<file path="config.mk">
export PLATFORM = sky130hd
export DESIGN_NAME = sram_like_arbiter
export DESIGN_NICKNAME = d
export VERILOG_FILES = /design/src/rtl/sram_like_arbiter.sv
export SDC_FILE = /design/constraint.sdc
export NUM_CORES = 1
export LEC_CHECK = 0
export ABC_AREA = 1
export BUFFER_PORTS_ARGS = -buffer_cell sky130_fd_sc_hd__buf_2
export CAP_MARGIN = 20
export CORE_AREA = 8 8 132 134
export DETAILED_ROUTE_END_ITERATION = 10
export DIE_AREA = 0 0 140 142
export GPL_TIMING_DRIVEN = 0
export SLEW_MARGIN = 20
export SYNTH_ARGS = -nofsm -noshare
export SYNTH_HDL_FRONTEND = slang
export SYNTH_SLANG_ARGS = --single-unit
</file>
<file path="constraint.sdc">
create_clock -name clk -period 2.3 [get_ports clk]
set_clock_uncertainty 0.05 [all_clocks]
set_input_delay 0.46 -clock clk [delete_from_list [all_inputs] [get_ports clk]]
set_output_delay 0.46 -clock clk [all_outputs]
set_load 0.005 [all_outputs]
</file>
<file path="src/rtl/sram_like_arbiter.sv">
// sram_like_arbiter
//   Shares one SRAM-like master port (towards the AXI bridge) between the
//   IF-stage inst_sram port and the MEM-stage data_sram port. Address requests
//   are arbitrated every cycle with no lock. Data normally has priority. Inst
//   is forced through after STARVE_MAX consecutive losses to accepted data
//   requests. Accepted transactions are tagged in an in-order FIFO, and each
//   bridge response is routed to the owner of the FIFO head.
//
// Ports
//   clk, reset              clock, synchronous active-high reset
//   inst_sram_*             IF request/response port (addr_ok_addr echoes the
//                           address accepted this cycle, else the last one)
//   data_sram_*             MEM request/response port
//   m_*                     muxed request to the bridge, bridge handshake and
//                           in-order response
//   arb_err                 sticky: bridge response seen while no transaction
//                           was outstanding
module sram_like_arbiter #(
  parameter int OUTSTANDING = 4,
  parameter int STARVE_MAX  = 8
) (
  input  logic        clk,
  input  logic        reset,
  input  logic        inst_sram_en,
  input  logic        inst_sram_wr,
  input  logic [1:0]  inst_sram_size,
  input  logic [3:0]  inst_sram_wen,
  input  logic [31:0] inst_sram_addr,
  input  logic [31:0] inst_sram_wdata,
  output logic        inst_sram_addr_ok,
  output logic [31:0] inst_sram_addr_ok_addr,
  output logic        inst_sram_data_ok,
  output logic [31:0] inst_sram_rdata,
  input  logic        data_sram_en,
  input  logic        data_sram_wr,
  input  logic [1:0]  data_sram_size,
  input  logic [3:0]  data_sram_wen,
  input  logic [31:0] data_sram_addr,
  input  logic [31:0] data_sram_wdata,
  output logic        data_sram_addr_ok,
  output logic        data_sram_data_ok,
  output logic [31:0] data_sram_rdata,
  output logic        m_en,
  output logic        m_wr,
  output logic [1:0]  m_size,
  output logic [3:0]  m_wen,
  output logic [31:0] m_addr,
  output logic [31:0] m_wdata,
  input  logic        m_addr_ok,
  input  logic        m_data_ok,
  input  logic [31:0] m_rdata,
  output logic        arb_err
);

  localparam int PTR_W = (OUTSTANDING > 1) ? $clog2(OUTSTANDING) : 1;
  localparam int CNT_W = PTR_W + 1;
  localparam int STV_W = $clog2(STARVE_MAX + 1);
  localparam logic [CNT_W-1:0] CNT_FULL = CNT_W'(OUTSTANDING);
  localparam logic [STV_W-1:0] STV_MAX  = STV_W'(STARVE_MAX);

  // Saturating increment of the starvation counter.
  function automatic logic [STV_W-1:0] sat_inc(input logic [STV_W-1:0] v);
    return (v == STV_MAX) ? v : v + 1'b1;
  endfunction

  logic [OUTSTANDING-1:0] tag_q;
  logic [PTR_W-1:0]       wr_ptr;
  logic [PTR_W-1:0]       rd_ptr;
  logic [CNT_W-1:0]       count;
  logic [STV_W-1:0]       starve_cnt;
  logic [31:0]            last_inst_addr;

  logic full, empty, force_i, gnt_d, gnt_i, push, pop, head_tag;

  assign full    = (count == CNT_FULL);
  assign empty   = (count == '0);
  assign force_i = inst_sram_en & (starve_cnt == STV_MAX);
  // A full FIFO blocks all grants, even in a cycle that also pops.
  assign gnt_d   = ~full & data_sram_en & ~force_i;
  assign gnt_i   = ~full & inst_sram_en & ~gnt_d;

  always_comb begin
    m_en    = gnt_d | gnt_i;
    m_wr    = 1'b0;
    m_size  = '0;
    m_wen   = '0;
    m_addr  = '0;
    m_wdata = '0;
    if (gnt_d) begin
      m_wr    = data_sram_wr;
      m_size  = data_sram_size;
      m_wen   = data_sram_wen;
      m_addr  = data_sram_addr;
      m_wdata = data_sram_wdata;
    end else if (gnt_i) begin
      m_wr    = inst_sram_wr;
      m_size  = inst_sram_size;
      m_wen   = inst_sram_wen;
      m_addr  = inst_sram_addr;
      m_wdata = inst_sram_wdata;
    end
  end

  assign inst_sram_addr_ok = gnt_i & m_addr_ok;
  assign data_sram_addr_ok = gnt_d & m_addr_ok;
  assign inst_sram_addr_ok_addr = inst_sram_addr_ok ? inst_sram_addr : last_inst_addr;

  assign push     = m_en & m_addr_ok;
  assign pop      = m_data_ok & ~empty;
  assign head_tag = tag_q[rd_ptr];

  // Responses arriving with nothing outstanding are dropped here.
  assign inst_sram_data_ok = pop & ~head_tag;
  assign data_sram_data_ok = pop & head_tag;
  assign inst_sram_rdata   = m_rdata;
  assign data_sram_rdata   = m_rdata;

  // Tag storage: 1 = data, 0 = inst. Contents need no reset; validity is count.
  always_ff @(posedge clk) begin
    if (push) tag_q[wr_ptr] <= gnt_d;
  end

  // Control state: FIFO pointers/count, starvation counter, echo register, error.
  always_ff @(posedge clk) begin
    if (reset) begin
      wr_ptr         <= '0;
      rd_ptr         <= '0;
      count          <= '0;
      starve_cnt     <= '0;
      last_inst_addr <= '0;
      arb_err        <= 1'b0;
    end else begin
      // Pointers wrap naturally because OUTSTANDING is a power of two.
      if (push) wr_ptr <= wr_ptr + 1'b1;
      if (pop)  rd_ptr <= rd_ptr + 1'b1;
      case ({push, pop})
        2'b10:   count <= count + 1'b1;
        2'b01:   count <= count - 1'b1;
        default: count <= count;
      endcase
      if (~inst_sram_en | inst_sram_addr_ok) starve_cnt <= '0;
      else if (gnt_d & m_addr_ok)            starve_cnt <= sat_inc(starve_cnt);
      if (inst_sram_addr_ok) last_inst_addr <= inst_sram_addr;
      if (m_data_ok & empty) arb_err <= 1'b1;
    end
  end

endmodule

</file>
### After elaboration in Yosys (flattened, before gate mapping)

Index checks and enable logic that the tools add are counted.

* RAM bits: 0
* input port bits: 180
* memories: 0
* output and inout port bits: 173
* register bits after elaboration: 48
* word-level logic and storage cells: 62
* bits in latches: 0
* memory bits (read-only): 0

* muxes and demuxes: 17
* bitwise gates (word level): 21
* magnitude comparators: 3
* equality and inequality tests: 4
* shift-type cells: 0
* reduce and logical (&&, ||, !) cells: 5
* add/subtract/negate cells: 5
* multiply operators: 0
* div/mod/pow operators: 0

Operator list (count)
* 32-bit two-way mux: 5
* 1-bit AND: 12
* 4-bit two-way mux: 2
* 1-bit NOT: 7
* 2-bit by 3-bit less-than comparator with 1-bit output (second input constant): 2
* 3-bit one-hot mux with 2 select lines: 1
* 2-bit by 1-bit adder with 2-bit output (second input constant): 2
* 4-bit by 1-bit adder with 4-bit output (second input constant): 1
* 4-bit bitwise mux: 1
* 4-bit equality test (second input constant): 1
* 1-bit two-way mux: 4
* 2-bit two-way mux: 2
* 3-bit by 1-bit adder with 3-bit output (second input constant): 1
* 3-bit equality test (second input constant): 1
* 3-bit logical NOT: 1
* 3-bit by 1-bit subtractor with 3-bit output (second input constant): 1
* 1-bit binary-select mux with 2-bit select: 1
* 1-bit demux with 2-bit select: 1
* 2-bit by 1-bit equality test with 1-bit output (second input constant): 1
* 2-bit equality test (second input constant): 1
* 2-bit by 1-bit greater-or-equal comparator with 1-bit output (second input constant): 1
* 1-bit OR: 2
* 2-bit AND reduction: 1
* 2-bit nonzero test: 1
* 2 further kinds: 2

### Depth between registers and ports, before layout

* depth after elaboration: 10
* mapped depth: 11

### Worst setup path after synthesis

No wires, ideal clock.

* path kind: input-to-reg
* from: input data_sram_en
* to: register count[2]
* data required time: 2.192 ns
* path slack: 0.359 ns
* path buffers: 0
* stages on the path: 8
* setup time: 0.058 ns
* arrival: 1.833 ns
* path through: o211ai_2 > ha_1 > inv_1 > fa_1 > a21oi_1 > o21ai_0 > a21oi_1 > o21a_1

* longest elaborated chain between the ends: 8
* elaborated cells between the ends (all ways): 10
* those cells by class: eq/ne (2); mux (1); bitwise (6); reduce/logical (1)

RTL lines
* start, declared: line 34 `input logic data_sram_en,`
* 1-bit AND (*) (2 in a row): line 79 `assign gnt_d = ~full & data_sram_en & ~force_i;`
* 1-bit NOT: line 80 `assign gnt_i = ~full & inst_sram_en & ~gnt_d;`
* 1-bit AND: line 80
* 1-bit OR (*): line 83 `m_en = gnt_d | gnt_i;`
* 1-bit AND (*): line 108 `assign push = m_en & m_addr_ok;`
* 2-bit by 1-bit equality test with 1-bit output / 2-bit equality test (equally long branches): line 136 `case ({push, pop})`
* 3-bit one-hot mux with 2 select lines / 2-bit nonzero test (equally long branches)
* end signal, assigned: line 137 `2'b10: count <= count + 1'b1;`
* end signal, assigned: line 138 `2'b01: count <= count - 1'b1;`
* end signal, assigned: line 139 `default: count <= count;`
* end, declared: line 69 `logic [CNT_W-1:0] count;`

Every way passes the cells marked *; elsewhere a longest branch is shown, timed or not.
A chain may end at the register's enable or synchronous reset.

### Worst setup path in the final report

* from: register starve_cnt[0]
* to: output m_wdata[29]

* longest elaborated chain between the ends: 8

RTL lines
* start, declared: line 70 `logic [STV_W-1:0] starve_cnt;`
* start signal, assigned: line 142 `else if (gnt_d & m_addr_ok) starve_cnt <= sat_inc(starve_cnt);`
* 4-bit equality test (*): line 77 `assign force_i = inst_sram_en & (starve_cnt == STV_MAX);`
* 1-bit AND (*): line 77
* 1-bit NOT (*): line 79
* 1-bit AND (*): line 79
* 1-bit NOT: line 80
* 1-bit AND: line 80
* 32-bit two-way mux: line 95 `end else if (gnt_i) begin`
* 32-bit two-way mux (*): line 89 `if (gnt_d) begin`
* end, declared: line 48 `output logic [31:0] m_wdata,`

Marks and branches as above.

==> flow_metrics.py <==
metrics = {
    "run_status": {
        "status": "finished, violations left",
        "violations": "setup timing",
    },
    "floorplan": {
        "die_area_sq_um": 19900,
        "num_rows": 46,
        "core_sq_um": 15400,
        "die_w_microns": 140,
        "start_util": 0.245,
        "io_pins": 353,
        "die-height_microns": 142,
    },
    "clock_tree": {
        "ctsRootBufferMaster": "clkbuf_16",
        "cts_hold_buf": 0,
        "h-tree-depth": 2,
        "cts_buffers": 5,
        "insertion_delay_ns": 0.29,
        "cts_tree": "yes",
        "clk_pin_slew_ns": 0.07,
        "ctsLongestPathBuffers": 2,
        "clock_sinks": 48,
    },
    "drt": {
        "wire_per_inst_microns": 17.8,
        "finalWirelength_microns": 20600,
        "antenna_left": 0,
        "num_vias": 5225,
        "drc": 0,
        "drt_pass1_iterations": 4,
        "viasPerCell": 4.52,
        "drt_iter0_markers": 205,
    },
    "global_routing": {
        "grtUsageTotal": 0.185,
        "overflow": 0,
        "grt_pass1_wl_microns": 28800,
        "grt_pass1_vias": 5141,
        "antenna_found_initial": 1,
        "grt_max_degree": 15,
    },
    "layout": {
        "drive_above_1_share": 0.595,
        "area_growth_pct": 86.8,
        "multi_input_area_sq_um": 2400,
        "seq_area_sq_um": 1000,
        "n_fill_cell": 1636,
        "antenna_cells": 0,
        "nets": 1152,
    },
    "logic_synthesis": {
        "synth_compound_area_frac": 0.0763,
        "ys.flop_type": "dfxtp_1",
        "yosys-top-cells-area": "dfxtp_1, nand2_1, buf_4",
        "synth_top_area_cell": "dfxtp_1",
        "synth_most_common_cell": "nand2_1",
        "synth-adder-area-share": 0.0285,
        "muxShareOfSynthArea": 0,
        "synth.net_count": 782,
        "synth_top_family_by_area": "simple AND/OR/NAND/NOR gates",
        "syn_avg_cell_area_sq_um": 6.35,
        "ys_types": 31,
        "synth-simple-area-share": 0.416,
        "syn-cell-area_sq_um": 3770,
        "ys_warn_count": 0,
        "synth_xor_area_frac": 0.00464,
        "syn_inst": 594,
        "ys_ff_latch": 48,
        "synth_seq_area_share": 0.265,
        "async_flop_share": 0,
        "synth_edf_count": 4,
        "netlist_top_cells_count": "nand2_1, nand3_1, buf_4",
        "synth_top_area_share": 0.233,
    },
    "placement": {
        "dpl.hpwl_microns": 15800,
        "io_buffers": 318,
        "pre_cts_ws_ns": -0.217,
        "routabilityCongestion": 0.835,
    },
    "power": {
        "vdd_drop_max_mv": 0.321,
        "p_leak_uw": 0.00392,
        "p_per_area_nw_per_um2": 600,
    },
    "timing": {
        "fin_ws_ns": -0.131,
        "fin_crit_ns": 2.43,
        "setup_viol": 96,
        "tightest_slew_ns": 0.687,
        "min_period_over_period": 1.06,
        "fin_hold_ws_ns": 0.397,
        "relSlewSlack": 0.542,
        "rsz0062_at_grt": "yes",
        "slew_viol_final": 0,
        "fmax_mhz": 411,
        "final_hold_viol_count": 0,
    },
    "run": {
        "cap_violations": 0,
    },
    "setup_path": {
        "worstPathArrival_ns": 1.92,
        "critical_path_class": "reg -> out",
        "critPathLaunchType": "flop",
        "cp.required_ns": 1.79,
        "cp-end-kind": "output pin",
        "crit_fanout": 8,
    },
    "hold_path": {
        "min_path_type": "in -> reg",
    },
}
placed cells by master, fill, tap and decap left out, types with 8 or more instances in the layout:
master	netlist	final
buf_12	0	9
nand2_1	221	187
buf_8	0	8
inv_1	20	18
nand4_1	38	38
a21oi_1	40	39
clkbuf_1	10	8
nand3_1	74	24
nand3_4	0	8
clkbuf_16	0	12
dfxtp_1	44	41
buf_4	69	98
nand2_2	1	33
buf_2	26	317
nor2_1	13	13
nand3_2	1	43
buf_6	1	17
layout make-up:
type,instances,area share
multi-input combinational,415,0.341
timing repair buffer,365,0.318
sequential,48,0.143
buffer,105,0.128
tap,192,0.0341
clock buffer,6,0.0183
inverter,24,0.0128
clock inverter,2,0.00497
what timing repair did:
action                     4_1_cts  5_1_grt
setup buffers                   30        7
gates cloned                     5        7
setup endpoints to repair      105      109
resized for setup               84      110
pin swaps                        6       57
worst paths after layout:
kind,from,to,slack [ns],cells past startpoint
setup reg to reg,starve_cnt[0],last_inst_addr[3],-0.07,14
hold reg to reg,arb_err,arb_err,0.40,2
hold / removal,m_data_ok,arb_err,0.40,3
setup / recovery,starve_cnt[0],m_wdata[29],-0.13,10
metrics by stage:
| stage | instance area, sq um | power, uW | setup TNS [ns] | util | cells |
|---|---|---|---|---|---|
| 6_report | 7050 | 4230 | -8.05 | 0.457 | 1157 |
| 5_1_grt | 7050 | 4530 | -19.33 | 0.457 | 1157 |
| 4_1_cts | 6410 | 3970 | -3.64 | 0.416 | 1147 |
| 3_5_place_dp | 5610 | 2750 | -2.91 | 0.363 | 1104 |
| 3_3_place_gp | 5610 | 2740 | -2.87 | 0.363 | 1104 |
| 2_1_floorplan | 3770 | 1950 | 0 | - | 594 |
logic make-up after synthesis:
family,after synthesis
AND/OR/NAND/NOR,356
XOR/XNOR,2
buffers and inverters,131
flip-flops,48
adder cells (fa/ha/maj),8
AO/OA/AOI/OAI,49
critical path, stage by stage (launching register included):
cell,delay [ns]
dfxtp_2,0.33
inv_2,0.08
ha_4,0.14
nand4_1,0.19
nand2_4,0.19
buf_12,0.12
buf_12,0.15
buf_12,0.15
nand3_4,0.08
nand2_2,0.08
buf_6,0.10
state kept, by name (all words and copies together), names as in the netlist:
signal          count
count               3
tag_q               4
last_inst_addr     32
wr_ptr              2
starve_cnt          4
arb_err             1
rd_ptr              2
power by group:
group / switching (uW) / total, uW / internal, uW
combinational: 1240 / 2420 / 1180
sequential: 56.4 / 985 / 929
clock: 314 / 826 / 512
layer usage:
metal	routed length [microns]	track usage
met5	11	0
met4	355	0.0383
met3	1850	0.0661
met2	10500	0.349
met1	7800	0.193
No activity file was read; power rests on OpenSTA's default activity.
